**config.mk**
```make
export PLATFORM = sky130hd
export DESIGN_NAME = multicycle_control
export DESIGN_NICKNAME = d
export VERILOG_FILES = /design/src/rtl/multicycle_control.sv
export SDC_FILE = /design/constraint.sdc
export NUM_CORES = 1
export LEC_CHECK = 0
export ABC_CLOCK_PERIOD_IN_PS = 1700
export BUFFER_PORTS_ARGS = -buffer_cell sky130_fd_sc_hd__buf_2
export CORE_ASPECT_RATIO = 0.8
export CORE_MARGIN = 2
export CORE_UTILIZATION = 38
export CTS_BUF_LIST = sky130_fd_sc_hd__clkbuf_8 sky130_fd_sc_hd__clkbuf_16
export DETAILED_ROUTE_END_ITERATION = 10
export GPL_TIMING_DRIVEN = 0
export PLACE_DENSITY = 0.8
export REMOVE_ABC_BUFFERS = 1
export SYNTH_ARGS = -nofsm -noshare
export SYNTH_HDL_FRONTEND = slang
export SYNTH_SLANG_ARGS = --single-unit
```
**constraint.sdc**
```tcl
create_clock -name clock -period 1.7 [get_ports clock]
set_input_delay 0 -clock clock [delete_from_list [all_inputs] [get_ports clock]]
set_output_delay 0 -clock clock [all_outputs]
set_load 0.01 [all_outputs]
```
**src/rtl/multicycle_control.sv**
```systemverilog
// multicycle_control: FETCH/DECODE/EXEC/MEM/MDWAIT/WB sequencer driving the simple processor datapath.
// Define OVF_RSTATUS_EN to route ALU overflow and multdiv exceptions to $r30 with a status code.
//
// state  | meaning
// FETCH  | load IR from imem
// DECODE | IR fields settle, no enables
// EXEC   | sample overflow, start multdiv
// MEM    | dmem access held MEM_LAT cycles
// MDWAIT | wait for md_ready or timeout
// WB     | regfile write and PC increment
module multicycle_control #(
  parameter int MEM_LAT    = 1,
  parameter int MD_TIMEOUT = 64
) (
  input  logic        clock,
  input  logic        reset,
  input  logic [31:0] instruction,
  input  logic        alu_overflow,
  input  logic        md_ready,
  input  logic        md_exception,
  output logic        ir_we,
  output logic        pc_we,
  output logic        rf_we,
  output logic [4:0]  rf_waddr,
  output logic [1:0]  rf_wsel,
  output logic [4:0]  alu_op,
  output logic        alu_src_imm,
  output logic        dmem_we,
  output logic        md_ctrl_mult,
  output logic        md_ctrl_div,
  output logic [31:0] rstatus_code,
  output logic [2:0]  state_dbg
);

  typedef enum logic [2:0] {
    FETCH  = 3'd0,
    DECODE = 3'd1,
    EXEC   = 3'd2,
    MEM    = 3'd3,
    MDWAIT = 3'd4,
    WB     = 3'd5
  } state_t;

  localparam logic [4:0] OP_RTYPE = 5'b00000;
  localparam logic [4:0] OP_ADDI  = 5'b00101;
  localparam logic [4:0] OP_LW    = 5'b01000;
  localparam logic [4:0] OP_SW    = 5'b00111;
  localparam logic [4:0] ALU_ADD  = 5'b00000;
  localparam logic [4:0] ALU_SUB  = 5'b00001;
  localparam logic [4:0] ALU_MUL  = 5'b00110;
  localparam logic [4:0] ALU_DIV  = 5'b00111;
  localparam logic [7:0] MEM_LAST = 8'(MEM_LAT - 1);
  localparam logic [7:0] MD_LAST  = 8'(MD_TIMEOUT - 1);

  state_t      state, state_next;
  logic [7:0]  cnt;
  logic        exc;
  logic [31:0] code;
  logic [4:0]  opcode, rd, aluop, wb_waddr;
  logic        is_rtype, is_addi, is_lw, is_sw, is_mul, is_div, is_md;

  assign opcode   = instruction[31:27];
  assign rd       = instruction[26:22];
  assign aluop    = instruction[6:2];
  assign is_rtype = (opcode == OP_RTYPE);
  assign is_addi  = (opcode == OP_ADDI);
  assign is_lw    = (opcode == OP_LW);
  assign is_sw    = (opcode == OP_SW);
  assign is_mul   = is_rtype && (aluop == ALU_MUL);
  assign is_div   = is_rtype && (aluop == ALU_DIV);
  assign is_md    = is_mul || is_div;
  assign wb_waddr = exc ? 5'd30 : rd;

  logic unused_bits;
  assign unused_bits = ^{instruction[21:7], instruction[1:0]};

  always_ff @(posedge clock) begin
    if (reset) state <= FETCH;
    else       state <= state_next;
  end

  // One counter serves both MEM hold and MDWAIT timeout; it is zero on entry to either.
  always_ff @(posedge clock) begin
    if (reset)                                cnt <= '0;
    else if (state == MEM || state == MDWAIT) cnt <= cnt + 8'd1;
    else                                      cnt <= '0;
  end

`ifdef OVF_RSTATUS_EN
  logic is_ovf_op;
  assign is_ovf_op = is_addi || (is_rtype && (aluop == ALU_ADD || aluop == ALU_SUB));

  always_ff @(posedge clock) begin
    if (reset) exc <= 1'b0;
    else begin
      case (state)
        FETCH:   exc <= 1'b0;
        EXEC:    exc <= alu_overflow && is_ovf_op;
        MDWAIT: begin
          if (md_ready)            exc <= md_exception;
          else if (cnt == MD_LAST) exc <= 1'b1;
        end
        default: exc <= exc;
      endcase
    end
  end

  always_comb begin
    code = 32'd1;
    if (is_mul)                 code = 32'd4;
    else if (is_div)            code = 32'd5;
    else if (is_addi)           code = 32'd2;
    else if (aluop == ALU_SUB)  code = 32'd3;
  end
`else
  logic unused_exc_inputs;
  assign unused_exc_inputs = alu_overflow ^ md_exception;
  assign exc  = 1'b0;
  assign code = '0;
`endif

  always_comb begin
    state_next   = state;
    ir_we        = 1'b0;
    pc_we        = 1'b0;
    rf_we        = 1'b0;
    rf_waddr     = '0;
    rf_wsel      = 2'b00;
    alu_op       = '0;
    alu_src_imm  = 1'b0;
    dmem_we      = 1'b0;
    md_ctrl_mult = 1'b0;
    md_ctrl_div  = 1'b0;
    rstatus_code = '0;
    state_dbg    = 3'd0;
    // Outputs are held at zero for as long as reset is asserted, whatever state it interrupted.
    if (!reset) begin
      state_dbg = state;
      if (state != FETCH) begin
        alu_op      = is_rtype ? aluop : ALU_ADD;
        alu_src_imm = is_addi || is_lw || is_sw;
      end
      case (state)
        FETCH: begin
          ir_we      = 1'b1;
          state_next = DECODE;
        end
        DECODE: state_next = EXEC;
        EXEC: begin
          if (is_md) begin
            md_ctrl_mult = is_mul;
            md_ctrl_div  = is_div;
            state_next   = MDWAIT;
          end
          else if (is_lw || is_sw) state_next = MEM;
          else                     state_next = WB;
        end
        MEM: begin
          dmem_we = is_sw && (cnt == 8'd0);
          if (cnt == MEM_LAST) state_next = WB;
        end
        MDWAIT: if (md_ready || cnt == MD_LAST) state_next = WB;
        WB: begin
          pc_we        = 1'b1;
          rf_waddr     = wb_waddr;
          rf_wsel      = exc ? 2'b11 : is_lw ? 2'b01 : is_md ? 2'b10 : 2'b00;
          rf_we        = (exc || is_rtype || is_addi || is_lw) && (wb_waddr != 5'd0);
          rstatus_code = exc ? code : '0;
          state_next   = FETCH;
        end
        default: state_next = FETCH;
      endcase
    end
  end

endmodule
```
# Yosys cells after proc, flatten, opt, wreduce, memory -nomap -nowiden
# Index checks and enable logic that the tools add are counted.
[classes]
n_mux = 31
eq_ne = 13
n_reduce_logical = 19
bitwise_logic = 1
n_addsub = 1
[ops]
columns = ["operator", "n"]
rows = [
  ["$mux 5", 5],
  ["$eq 5x3->1 const B", 4],
  ["$mux 1", 16],
  ["$mux 3", 5],
  ["$pmux 3 s5", 1],
  ["$add 8x1->8 const B", 1],
  ["$eq 8x6->1 const B", 1],
  ["$logic_not 8->1", 1],
  ["$logic_or 1x1->1", 8],
  ["$mux 2", 4],
  ["$eq 3x2->1 const B", 2],
  ["$eq 3x3->1 const B", 2],
  ["$eq 5x4->1 const B", 1],
  ["$logic_not 5->1", 1],
  ["$reduce_bool 5->1", 1],
  ["$logic_and 1x1->1", 4],
  ["$ne 2x1->1 const B", 2],
  ["$eq 3x1->1 const B", 1],
  ["$logic_not 3->1", 1],
  ["$reduce_bool 3->1", 1],
  ["$reduce_and 2->1", 1],
  ["$reduce_or 2->1", 1],
  ["$not 1->1", 1],
]
[word_totals]
output_inout_bits = 54
regBits = 11
elab_cells = 67
inputBits = 37

# Longest topological paths before layout
[logic_depth]
ltp_word = 7
mapped_depth = 5
depth_no_buf = 5

# Least setup slack after synthesis
# No wires, ideal clock.
[synth_path]
path_type = "register to output"
start = "reg cnt[0]"
end = "out dmem_we"
path_buffers = 0
arrival_time_ps = 1395
path_stages_with_launch = 6
path_slack_ps = 305
required_time_ps = 1700
path_cell_list = "dfxtp_1 -> inv_1 -> ha_1 -> nor4b_1 -> nand2_1 -> nor4_1"
[synth_between]
elab_chain_cells = 4
[synth_lines]
columns = ["item", "line_no", "text"]
rows = [
  ["start: declaration", "56", "logic [7:0] cnt;"],
  ["start signal: assignment", "85", "else if (state == MEM || state == MDWAIT) cnt <= cnt + 8'd1;"],
  ["$logic_not 8->1", "159", "dmem_we = is_sw && (cnt == 8'd0);"],
  ["$logic_and 1x1->1", "159", ""],
  ["$mux 1", "143", "case (state)"],
  ["$mux 1", "137", "if (!reset) begin"],
  ["end: declaration", "28", "output logic dmem_we,"],
]
# Every way passes these cells.

# Worst setup path in the final report
[layout_path]
start = "reg state[1]"
end = "out dmem_we"
[layout_between]
elab_chain_cells = 3
[layout_lines]
columns = ["item", "line_no", "text"]
rows = [
  ["start: declaration", "55", "state_t state, state_next;"],
  ["start signal: assignment", "79", "else state <= state_next;"],
  ["$eq 3x2->1", "143", ""],
  ["$mux 1", "143", ""],
  ["$mux 1", "137", ""],
]
# Every way passes these cells.

==> impl_metrics.csv <==
group,metric,value,unit
layout,finalNetCount,217,
detailed_routing,wl_per_cell,10.12,um
timing,maxSlewViolCount,0,
timing,setup_viol,0,
detailed_routing,num_vias,962,
die,core,2723,sq um
critical_path,startpoint_type,"flip-flop",
timing,clock.fmax,649.2,MHz
global_route,grt_pass1_vias,719,
die,ios,91,
clocking,cts_max_path_buffers,2,
synth,ys_types,40,
detailed_routing,drc_errors,0,
clocking,numCtsBuffers,3,
pwr,power_switching,0.0003095,W
critical_path,slowest_delay,480,ps
critical_path,path_max_fanout,10,
critical_path,path_class,"reg -> out",
synth,synth_top_area_share,22.35,%
critical_path,reg2reg_depth,3,
pwr,sequentialPowerShare,39.6,%
detailed_routing,drt-met1-wl,984,um
synth,synthCells,139,
detailed_routing,wl_met2,1054,um
pwr,peakVddDrop,0.4415,mV
die,die_w,63.46,um
timing,rsz0062_at_grt,"no",
critical_path,worst_setup_path_end_kind,"output port",
clocking,clock_sinks,11,
layout,drive_gt1_share,29.38,%
die,dieArea,3272,sq um
detailed_routing,met3_length,125,um
die,rows,17,
critical_path,cp.required,1700,ps
layout,diodes,0,
synth,ys_top_cells_by_count,"buf_4, dfxtp_1, and2_1, nor2_1",
critical_path,cp_slowest_cell,"dfxtp_1",
global_route,antenna_found_initial,0,
placement,io_buffer_count,39,
pwr,comb_power_share,31.5,%
timing,post-route-period-util,90.61,%
placement,dp_hpwl,1749,um
critical_path,crit_end,"dmem_we",
synth,ys.flop_type,"dfxtp_1",
timing,skew,7.518,ps
synth,yosysMostFrequentCell,"buf_4",
critical_path,reg2reg_setup_slack,300,ps
placement,place_congestion,0.7694,
synth,syn_area,1075,sq um
synth,yosys_warnings,0,
detailed_routing,top_layer,"met4",
timing,fin_crit,1540,ps
detailed_routing,via_per_inst,4.474,
global_route,grt_pass1_wl,3277,um
pwr,p_leak,0.5964,nW
layout,fillers,296,
clocking,clk_latency,240,ps
clocking,clkTransAtPathRegs,50,ps
critical_path,path_cells,"nor2b_1 -> nand3b_1 -> nor4_2 -> buf_2",
die,chipHeight,51.57,um
pwr,swShare,35.21,%
pwr,totalPowerFinal,0.0008790,W
synth,synth_edf_count,0,
global_route,overflow,0,
critical_path,reg2reg_to,"cnt[7]",
synth,synth.area.top_cells,"buf_4, dfxtp_1, and2_1",
clocking,cts_hold_buffers,0,
critical_path,arrival,1540,ps
die,initial_core_util,39.48,%
detailed_routing,drt_iter0_drc,29,
clocking,h-tree-depth,1,
synth,yosys.area.top_type,"buf_4",
pwr,clockPowerShare,28.9,%
detailed_routing,routed_wl,2175,um
clocking,cts_tree,"done",
timing,final-hold-violation-count,0,
layout,area_delta_synth_final,16.41,%
synth,syn_avg_cell_area,7.732,sq um
min_path,hp-class,"in -> reg",
global_route,grtUsageTotal,12.55,%
critical_path,cp-startpoint,"state[1]",
outcome,outcome,"complete, no violations",
synth,synth-seq-cells,11,
detailed_routing,ant_nets,0,
global_route,grt_max_degree,14,
timing,finalSetupTns,0,ps
detailed_routing,firstDrtPassIters,4,
pwr,p_per_area,702.5,nW/um^2
synth,ys_async_sr_fraction,0,%
synth,synth-seq-area-share,20.49,%
pwr,p_int,0.0005695,W
critical_path,r2r-start,"state[2]",
flow_run,maxCapViolations,0,
clocking,clock-root-buffer,"clkbuf_8",
how the worst min path moves through the flow:
stage                   start            to  slack, ps  cells past startpoint
2_1_floorplan           reset  state_dbg[2]         50                      1
6_report             md_ready      state[0]        130                      4
4_1_cts              md_ready      state[0]        130                      4
3_5_place_dp   instruction[2]  md_ctrl_mult        270                      3
5_1_grt                 reset      state[0]        200                      2
3_3_place_gp   instruction[2]  md_ctrl_mult        270                      3
sequential cells by signal, summed over array words and instances, names as in the netlist:
name	cells
cnt	8
state	3
routing by layer:
layer | global-route usage [%] | vias to the layer above
li1 | - | 497
met1 | 18.32 | 432
met2 | 17.37 | 31
met3 | 4.762 | 2
met4 | 2.536 | 0
met5 | 0 | -
layout by cell type (no fill, tap or decap), types with 4 or more instances in the layout:
cell,netlist,layout
and2_1,10,10
buf_2,1,39
conb_1,1,32
dfxtp_1,11,10
inv_1,6,7
nand2_1,6,6
nand3_1,4,4
nor2_1,8,8
nor2b_1,5,5
nor3_1,6,6
or3_1,4,4
power by group through the flow:
stage          registers (W)  clock network (W)  logic (W)
2_1_floorplan       0.000333                  0   0.000189
3_3_place_gp        0.000350                  0   0.000262
3_5_place_dp        0.000350                  0   0.000264
4_1_cts             0.000345           0.000263   0.000268
5_1_grt             0.000358           0.000279   0.000314
6_report            0.000348           0.000254   0.000277
through the flow:
step                cell area, sq um  std cells  utilization [%]  hold slack (ps)  worst slack (ps)
floorplan                      934.6        134                -            46.41             305.0
global placement                1177        211            43.24            268.3             114.9
detailed placement              1177        211            43.24            274.4             139.6
CTS                             1229        215            45.13            126.0             20.49
global route                    1251        215            45.96            196.8             19.30
finish                          1251        215            45.96            129.0             159.6
worst max-delay path: cells and delay by family, from the launching register on:
family        cells  cell delay, ps
flops             1             480
buf+inv           1             180
simple gates      3             640
logic make-up after synthesis:
logic type	Yosys count	share of synthesized area, %
DFF	11	20.49
buffers and inverters	42	25.96
adders and majority gates	2	2.328
and+or+nand+nor	66	39.23
other	1	0.3489
AOI/OAI and AO/OA	14	9.197
xor gates and xnor gates	3	2.445
what timing repair did:
item                       4_1_cts  5_1_grt
setup buffers                    0        0
resized for setup                1        4
pin swaps                        0        1
setup endpoints to repair        1        1
area by class of cell:
type	instances	area [sq um]	share of cell area, %
multi-input cells	117	719.4	57.50
repair buffers	39	195.2	15.60
well taps	38	47.55	3.800
clock inverters	1	3.754	0.3000
clock buffers	3	41.29	3.300
flip-flops and latches	11	221.5	17.70
inverters	6	22.52	1.800
Power figures use the tool's default switching activity.
